<file path="config.mk">
export PLATFORM = sky130hd
export DESIGN_NAME = bcd_nibble_seq
export DESIGN_NICKNAME = d
export VERILOG_FILES = /design/src/rtl/bcd_nibble_seq_pkg.sv /design/src/rtl/bcd_nibble_seq_adder.sv /design/src/rtl/bcd_nibble_seq.sv
export SDC_FILE = /design/constraint.sdc
export NUM_CORES = 1
export LEC_CHECK = 0
export ABC_CLOCK_PERIOD_IN_PS = 5500
export CAP_MARGIN = 20
export CORE_UTILIZATION = 54
export CTS_BUF_LIST = sky130_fd_sc_hd__clkbuf_8
export CTS_CLUSTER_SIZE = 10
export DETAILED_ROUTE_END_ITERATION = 8
export PLACE_DENSITY = 0.82
export SETUP_SLACK_MARGIN = 0.4
export SLEW_MARGIN = 30
export SYNTH_ARGS = -nofsm -noshare
export SYNTH_HDL_FRONTEND = slang
export SYNTH_SLANG_ARGS = --single-unit
export TNS_END_PERCENT = 100
</file>
<file path="constraint.sdc">
create_clock -name CLK -period 5.5 [get_ports CLK]
set_clock_uncertainty 0.1 [all_clocks]
set_input_delay 1.1 -clock CLK [delete_from_list [all_inputs] [get_ports CLK]]
set_output_delay 1.1 -clock CLK [all_outputs]
set_load 0.01 [all_outputs]
</file>
<file path="src/rtl/bcd_nibble_seq_pkg.sv">
// Shared definitions for the nibble-serial BCD/binary ADC/SBC sequencer:
// FSM state encoding, nibble counts and decimal correction constants.
package bcd_nibble_seq_pkg;

    typedef enum logic [1:0] {
        IDLE    = 2'd0,
        RUN     = 2'd1,
        DONE_ST = 2'd2
    } state_t;

    localparam int NIBBLES_8  = 2;
    localparam int NIBBLES_16 = 4;

    localparam logic [3:0] BCD_ADJ_ADD = 4'd6;
    localparam logic [3:0] BCD_ADJ_SUB = 4'hA;

    // Index of the final nibble for the selected operand width.
    function automatic logic [1:0] last_nibble(input logic w16);
        return w16 ? 2'(NIBBLES_16 - 1) : 2'(NIBBLES_8 - 1);
    endfunction

endpackage

</file>
<file path="src/rtl/bcd_nibble_seq_adder.sv">
// 4-bit binary/BCD nibble adder: one digit of ADC/SBC with decimal
// correction and a signed-overflow flag taken from the uncorrected sum.
module bcd_nibble_seq_adder
    import bcd_nibble_seq_pkg::*;
(
    input  logic [3:0] a,
    input  logic [3:0] b,
    input  logic       ci,
    input  logic       add,
    input  logic       bcd,
    output logic [3:0] sum,
    output logic       co,
    output logic       vo
);

    logic [3:0] b_eff;
    logic [4:0] bin;

    always_comb begin
        b_eff = b ^ {4{~add}};
        bin   = {1'b0, a} + {1'b0, b_eff} + {4'b0000, ci};
        sum   = bin[3:0];
        co    = bin[4];
        // Decimal correction: +6 on a digit overflow when adding, -6 (+0xA) on a borrow when subtracting.
        if (bcd) begin
            if (add) begin
                if (bin > 5'd9) begin
                    sum = bin[3:0] + BCD_ADJ_ADD;
                    co  = 1'b1;
                end
            end else if (!bin[4]) begin
                sum = bin[3:0] + BCD_ADJ_SUB;
                co  = 1'b0;
            end
        end
        vo = (a[3] == b_eff[3]) && (a[3] != bin[3]);
    end

endmodule

</file>
<file path="src/rtl/bcd_nibble_seq.sv">
// Nibble-serial 8/16-bit ADC/SBC sequencer: latches operands on START, runs
// one nibble per clock through a single nibble adder, then pulses DONE.
module bcd_nibble_seq
    import bcd_nibble_seq_pkg::*;
#(
    parameter bit ZERO_UPPER = 1'b0
) (
    input  logic        CLK,
    input  logic        RST,
    input  logic        START,
    input  logic        ABORT,
    input  logic        W16,
    input  logic        ADD,
    input  logic        BCD,
    input  logic        CI,
    input  logic [15:0] A,
    input  logic [15:0] B,
    output logic        BUSY,
    output logic        DONE,
    output logic [15:0] R,
    output logic        CO,
    output logic        VO,
    output logic        ZO,
    output logic        NO
);

    state_t      state_q, state_d;
    logic [1:0]  idx_q, idx_d;
    logic        carry_q, carry_d;
    logic [15:0] a_q, a_d;
    logic [15:0] b_q, b_d;
    logic        w16_q, w16_d;
    logic        add_q, add_d;
    logic        bcd_q, bcd_d;
    logic [15:0] r_q, r_d;
    logic        co_q, co_d;
    logic        vo_q, vo_d;
    logic        zo_q, zo_d;
    logic        no_q, no_d;

    logic [3:0]  bit_lo;
    logic [3:0]  nib_a;
    logic [3:0]  nib_b;
    logic [3:0]  nib_sum;
    logic        nib_co;
    logic        nib_vo;
    logic        launch;

    assign bit_lo = {idx_q, 2'b00};
    assign nib_a  = a_q[bit_lo +: 4];
    assign nib_b  = b_q[bit_lo +: 4];

    bcd_nibble_seq_adder u_adder (
        .a   (nib_a),
        .b   (nib_b),
        .ci  (carry_q),
        .add (add_q),
        .bcd (bcd_q),
        .sum (nib_sum),
        .co  (nib_co),
        .vo  (nib_vo)
    );

    // ABORT wins over START whenever a new operation could be accepted.
    assign launch = START && !ABORT && ((state_q == IDLE) || (state_q == DONE_ST));

    always_comb begin
        state_d = state_q;
        idx_d   = idx_q;
        carry_d = carry_q;
        a_d     = a_q;
        b_d     = b_q;
        w16_d   = w16_q;
        add_d   = add_q;
        bcd_d   = bcd_q;
        r_d     = r_q;
        co_d    = co_q;
        vo_d    = vo_q;
        zo_d    = zo_q;
        no_d    = no_q;

        case (state_q)
            IDLE, DONE_ST: begin
                if (launch) begin
                    a_d     = A;
                    b_d     = B;
                    w16_d   = W16;
                    add_d   = ADD;
                    bcd_d   = BCD;
                    carry_d = CI;
                    idx_d   = 2'd0;
                    state_d = RUN;
                end else begin
                    state_d = IDLE;
                end
            end
            RUN: begin
                if (ABORT) begin
                    idx_d   = 2'd0;
                    state_d = IDLE;
                end else begin
                    r_d[bit_lo +: 4] = nib_sum;
                    carry_d          = nib_co;
                    // In 8-bit mode the upper byte is either cleared or carries the B accumulator through.
                    if (!w16_q && (idx_q == 2'd0)) begin
                        r_d[15:8] = ZERO_UPPER ? 8'h00 : a_q[15:8];
                    end
                    if (idx_q == last_nibble(w16_q)) begin
                        idx_d   = 2'd0;
                        state_d = DONE_ST;
                        co_d    = nib_co;
                        vo_d    = nib_vo;
                        zo_d    = w16_q ? (r_d == 16'h0000) : (r_d[7:0] == 8'h00);
                        no_d    = w16_q ? r_d[15] : r_d[7];
                    end else begin
                        idx_d = idx_q + 2'd1;
                    end
                end
            end
            default: begin
                state_d = IDLE;
            end
        endcase
    end

    always_ff @(posedge CLK or posedge RST) begin
        if (RST) begin
            state_q <= IDLE;
            idx_q   <= 2'd0;
            carry_q <= 1'b0;
            a_q     <= 16'h0000;
            b_q     <= 16'h0000;
            w16_q   <= 1'b0;
            add_q   <= 1'b0;
            bcd_q   <= 1'b0;
            r_q     <= 16'h0000;
            co_q    <= 1'b0;
            vo_q    <= 1'b0;
            zo_q    <= 1'b0;
            no_q    <= 1'b0;
        end else begin
            state_q <= state_d;
            idx_q   <= idx_d;
            carry_q <= carry_d;
            a_q     <= a_d;
            b_q     <= b_d;
            w16_q   <= w16_d;
            add_q   <= add_d;
            bcd_q   <= bcd_d;
            r_q     <= r_d;
            co_q    <= co_d;
            vo_q    <= vo_d;
            zo_q    <= zo_d;
            no_q    <= no_d;
        end
    end

    assign BUSY = (state_q == RUN);
    assign DONE = (state_q == DONE_ST);
    assign R    = r_q;
    assign CO   = co_q;
    assign VO   = vo_q;
    assign ZO   = zo_q;
    assign NO   = no_q;

endmodule

</file>
== After elaboration in Yosys (flattened, before gate mapping) ==
Index checks and enable logic that the tools add are counted.
Operators by class
  div/mod/pow operators: 0
  $add $sub $neg: 6
  shift operators: 4
  multipliers: 0
  bitwise operators: 3
  mux-type cells: 26
  equal/unequal tests: 8
  order comparisons: 1
  reductions and logical operators: 18
Operators with widths (number)
  16-bit by 5-bit indexed part select with 4-bit output: 2
  8-bit 2-to-1 mux: 3
  16-bit bitwise mux: 1
  16-bit logical NOT: 1
  4-bit 2-to-1 mux: 4
  4-bit by 6-bit variable shift with 16-bit output (first input constant): 1
  4-bit by 6-bit indexed part select with 16-bit output: 1
  2-bit 2-to-1 mux: 6
  1-bit 2-to-1 mux: 9
  8-bit logical NOT: 1
  2-bit one-hot mux with 2 select lines: 2
  4-bit negator with 6-bit output: 1
  2-bit AND reduction: 3
  3-bit AND reduction: 2
  4-bit by 4-bit adder with 5-bit output: 1
  5-bit by 1-bit adder with 5-bit output: 1
  5-bit by 4-bit greater-than comparator with 1-bit output (second input constant): 1
  4-bit by 3-bit adder with 4-bit output (second input constant): 1
  4-bit adder (second input constant): 1
  1-bit logical AND: 4
  2-bit logical NOT: 2
  2-bit != test (second input constant): 2
  4-bit XOR: 1
  3-bit by 2-bit != test with 1-bit output (second input constant): 1
  12 further kinds: 14
Word-level totals
  ROM bits: 0
  input bits: 40
  flip-flop bits (word level): 60
  bits in latches: 0
  output and inout bits: 22
  memories: 0
  bits in writable memories: 0

== Depth between registers and ports, before layout ==
  depth in word-level cells: 15
  depth in mapped cells: 16
  depth with buffers taken out: 15

== Modules after synthesis ==
Synthesis repeated with hierarchy kept, for this count alone.
Second synthesis, totals
  cell total of the unflattened synthesis: 289
  area, all modules: 3328.2 um^2
By module, submodules not included
  bcd_nibble_seq: sequential area each 1501.4 um^2, instances 1, area an instance 2891.5 um^2, cells an instance 232
  bcd_nibble_seq_adder: sequential area each 0.0 um^2, instances 1, area an instance 436.7 um^2, cells an instance 57

== Least setup slack after synthesis ==
No wires, ideal clock.
  path type: register to register
  start point: reg idx_q[0]
  end point: reg zo_q, in the netlist ZO
  clock period less this slack: 4.370 ns
  path slack: 1.130 ns
  arrival: 4.174 ns
  path buffers: 1
  stages on the path, launching flop included: 17
  data required time: 5.304 ns
  cells stage by stage: dfrtp_1 > buf_1 > mux4_2 > xor2_1 > fa_1 > inv_1 > fa_1 > xor2_2 > inv_2 > ha_1 > nand3b_1 > and2_1 > a221o_1 > mux2i_4 > o2111ai_1 > a211o_1 > a311oi_2
On the way
  cells in the longest elaborated chain, start to end: 15
  elaborated cells on any way between the ends: 26
  classes of those cells: 5 x add/sub; 1 x order compare; 1 x eq/ne; 4 x shift; 9 x mux; 1 x bitwise; 5 x reduce/logical
RTL lines
  start: declaration: RTL line bcd_nibble_seq.sv:28  | logic [1:0] idx_q, idx_d;
  start signal: assignment: RTL line bcd_nibble_seq.sv:143  | idx_q <= idx_d;
  16-bit by 5-bit indexed part select with 4-bit output: RTL line bcd_nibble_seq.sv:51  | assign nib_b = b_q[bit_lo +: 4];
  4-bit XOR: RTL line bcd_nibble_seq_adder.sv:20  | b_eff = b ^ {4{~add}};
  4-bit by 4-bit adder with 5-bit output: RTL line bcd_nibble_seq_adder.sv:21  | bin = {1'b0, a} + {1'b0, b_eff} + {4'b0000, ci};
  5-bit by 1-bit adder with 5-bit output: RTL line bcd_nibble_seq_adder.sv:21
  4-bit adder (tied with other cells): RTL line bcd_nibble_seq_adder.sv:32  | sum = bin[3:0] + BCD_ADJ_SUB;
  4-bit 2-to-1 mux, on equally long branches: RTL line bcd_nibble_seq_adder.sv:31, bcd_nibble_seq_adder.sv:27
  4-bit 2-to-1 mux: RTL line bcd_nibble_seq_adder.sv:26  | if (add) begin
  4-bit 2-to-1 mux: RTL line bcd_nibble_seq_adder.sv:25  | if (bcd) begin
  4-bit by 6-bit indexed part select with 16-bit output: RTL line bcd_nibble_seq.sv:102  | r_d[bit_lo +: 4] = nib_sum;
  16-bit bitwise mux: RTL line bcd_nibble_seq.sv:102
  8-bit 2-to-1 mux: RTL line bcd_nibble_seq.sv:105  | if (!w16_q && (idx_q == 2'd0)) begin
  8-bit 2-to-1 mux: RTL line bcd_nibble_seq.sv:98  | if (ABORT) begin
  8-bit 2-to-1 mux: RTL line bcd_nibble_seq.sv:82  | case (state_q)
  16-bit logical NOT: RTL line bcd_nibble_seq.sv:113  | zo_d = w16_q ? (r_d == 16'h0000) : (r_d[7:0] == 8'h00);
  1-bit 2-to-1 mux: RTL line bcd_nibble_seq.sv:113
  end signal: assignment: RTL line bcd_nibble_seq.sv:153  | zo_q <= zo_d;
  end: declaration: RTL line bcd_nibble_seq.sv:38  | logic zo_q, zo_d;
Parallel ways exist; a longest one is shown, timed or not. The select of a mux whose other input is x is not followed.
A chain may end at the register's enable or synchronous reset.

== Final worst setup path ==
Same ends and word-level chain as after synthesis.

==> metrics <==
status finished clean; final antenna-violating net count 0; final wirelength 7790 um; RSZ-0062 raised after global routing false; pre-CTS setup slack 928 ps; design area 4210 sq um; Final HPWL DP 5510 um; post-DR vias/cell 5.95; count of final hold-check violations 0; Primary FF master, synth dfrtp_1; initial antenna violation count 0; max-cap violation count 0; H-tree depth 3; remaining global-route overflow 0; crit path max-delay cell type dfrtp_1; row count 28; CTS tree built; Max Root-Sink Buffers 2; crit path max fanout 14; max incr delay on CP 770 ps; top cells by area, synth dfrtp_1 (46%), mux2_2 (12%), mux4_2 (5.5%); Total Nets Final 412; CP Launch Type register; final worst slack 886 ps; Yosys top cell by area dfrtp_1; GRT Util Overall 0.270; area grow syn2layout 28.1%; post-synth cell types 50; post-DR wirelength/cell 17.8 um; Post-CTS Hold Buffers 0; Switching Fraction 0.439; power share of the combinational group 0.591; CP Class register to register; die area 6410 sq um; largest net degree at the start of global routing 61; initial drt markers 212; First-pass DRT Iterations 4; Worst Hold Class register to register; Fmax achieved 0.217 GHz; most common cell after layout, fill and taps aside clkdlybuf4s50_1; crit-path cells mux4_2 -> xor2_1 -> fa_1 -> inv_1 -> fa_1 -> xor2_2 -> inv_2 -> ha_1 -> nand3b_1 -> and2_1 -> a221o_1 -> mux2i_4 -> o2111ai_1 -> a211o_1 -> a311oi_2; crit path DAT 4760 ps; Max-Slew Margin vs Limit 0.493; Fin Hold WS 380 ps; Seq/Total Area, Yosys 0.456; Slew Viols, Final 0; clk sink count 60; actual slew at the worst max-slew pin 759 ps; Synth top area share 0.456; Final GP Congestion 0.887; Leak 1.73 nW; PortBufs 61; Inserted Clock Buffers 9; synthesis-stage register bit count 60; Final Cycle Share 0.839; clock period minus worst slack 4610 ps; fill count 444; Post-Syn Area per Cell 11.0 sq um; IO Count 62; global-route wire length before repair 12,900 um; count of flip-flops with a built-in enable after synthesis 0; WP data required 5640 ps; effective utilization at floorplan 0.559; via count 2,613; Post CTS Setup Buffer Count 0; NetSw 1.26 mW; clk_lat worst skew 340 ps; chip height 80.1 um; Pint 1.61 mW; clk slew on worst S/H paths 70 ps; vias in the first global route 2,736; clock share of power 0.163; Synthesized Nets 350; CTS resizes 0; Die X 80.1 um; utilization after layout 0.716; ys async rst share 1.00; Pwr per Cell Area 680 nW/um^2; delay-heaviest family, CP compound AO/OA/AOI/OAI gates; layout cell share with drive strength beyond 1 0.192; total chip power 2.86 mW; Final Non-Filler Cells 439; Setup TNS Final 0 ps; placed insts 424; most frequent CP cell fa_1; commonest non-fill, non-tap cells in the layout clkdlybuf4s50_1 (61), dfrtp_1 (60), mux2_2 (35); Clock Tree Root clkbuf_8; Core Region 5890 sq um; Max VDD drop 0.000331 V; cell area after synthesis 3290 sq um; final setup vio count 0; post-place instance area 3970 sq um; DRC viols 0; register share of total power 0.246; Antenna Cells 0; crit path buf inv count 2; Mapped Cells 298; Yosys Warn Count 0; CP endpoint kind register
state kept, by name (all words and copies together), names as in the netlist:
name,flops
R,16
VO,1
state_q,2
NO,1
idx_q,2
bcd_q,1
add_q,1
w16_q,1
carry_q,1
b_q,16
ZO,1
CO,1
a_q,16
metal layers:
metal  part of all wire  up-vias  global-route usage  routed length [um]
met4              0.014        0              0.0911                 112
met1               0.43     1302               0.346                3340
li1                   -     1207                   -                   -
met5                  0        -                   0                   0
met2               0.51       90               0.456                3960
met3              0.049       14              0.0568                 380
power groups by stage:
stage / Sequential [mW] / Combinational (mW) / Clock (mW)
CTS: 0.703 / 1.68 / 0.469
floorplan: 0.676 / 1.20 / 0
global placement: 0.707 / 1.60 / 0
finish: 0.705 / 1.69 / 0.467
global route: 0.723 / 1.88 / 0.490
detailed placement: 0.711 / 1.65 / 0
synthesized netlist by cell type (2+ instances only):
cell       n
a211oi_1   3
a21oi_1    8
a22o_1     2
and3_1     4
clkbuf_1  12
dfrtp_1   60
fa_1       2
ha_1      10
inv_1     13
mux2_2    35
mux4_2     8
nand2_1   30
nand2b_1   4
nand3_1    4
nand3b_1   4
nor2_1     9
nor2b_1    6
nor3_1     3
nor3b_1    5
o211ai_1   3
o21a_1     5
o21ai_0   27
o221ai_1   3
o22ai_1    5
o31ai_1    2
or2_2      2
or3_1      2
xnor2_1    4
xor2_1     2
worst register-to-register path, stage by stage (launching register included):
cell       delay (ps)
dfrtp_1           770
mux4_2            600
xor2_1            180
fa_1              210
inv_1              50
fa_1              420
xor2_2            260
inv_2              90
ha_1              230
nand3b_1          200
and2_1            200
a221o_1           290
mux2i_4           240
o2111ai_1         140
a211o_1           330
a311oi_2          220
cell families after synthesis:
kind of cell	count (synthesis)	share of synthesized area
xor+xnor	7	0.0209
fa+ha+maj	12	0.0502
compound gates	68	0.133
mux	44	0.181
simple gates	80	0.127
flops	60	0.456
buf+inv	27	0.0308
area by class of cell:
cell class                 count  area (sq um)  share of cell area
clock buffer                  12           165              0.0392
tap                           75          93.8              0.0223
inverter                      14          52.6              0.0125
timing repair buffer          64           633               0.150
sequential                    60          1500               0.356
clock inverter                 3          68.8              0.0163
multi-input combinational    211          1700               0.403
path summary, 6_finish.rpt:
check                                     startpoint            endpoint  slack [ps]  depth (start not counted)
worst max-delay path            idx_q[0]$_DFFE_PP0P_      ZO$_DFFE_PP0P_         890                         15
max in group asynchronous                        RST    R[7]$_DFFE_PP0P_        3600                          3
min in group asynchronous                        RST  a_q[8]$_DFFE_PP0P_        1190                          3
worst min register to register        CO$_DFFE_PP0P_      CO$_DFFE_PP0P_         380                          2
worst min-delay path                  CO$_DFFE_PP0P_      CO$_DFFE_PP0P_         380                          2
worst max register to register  idx_q[0]$_DFFE_PP0P_      ZO$_DFFE_PP0P_         890                         15
Note: power is estimated with default switching activity, not from simulation.
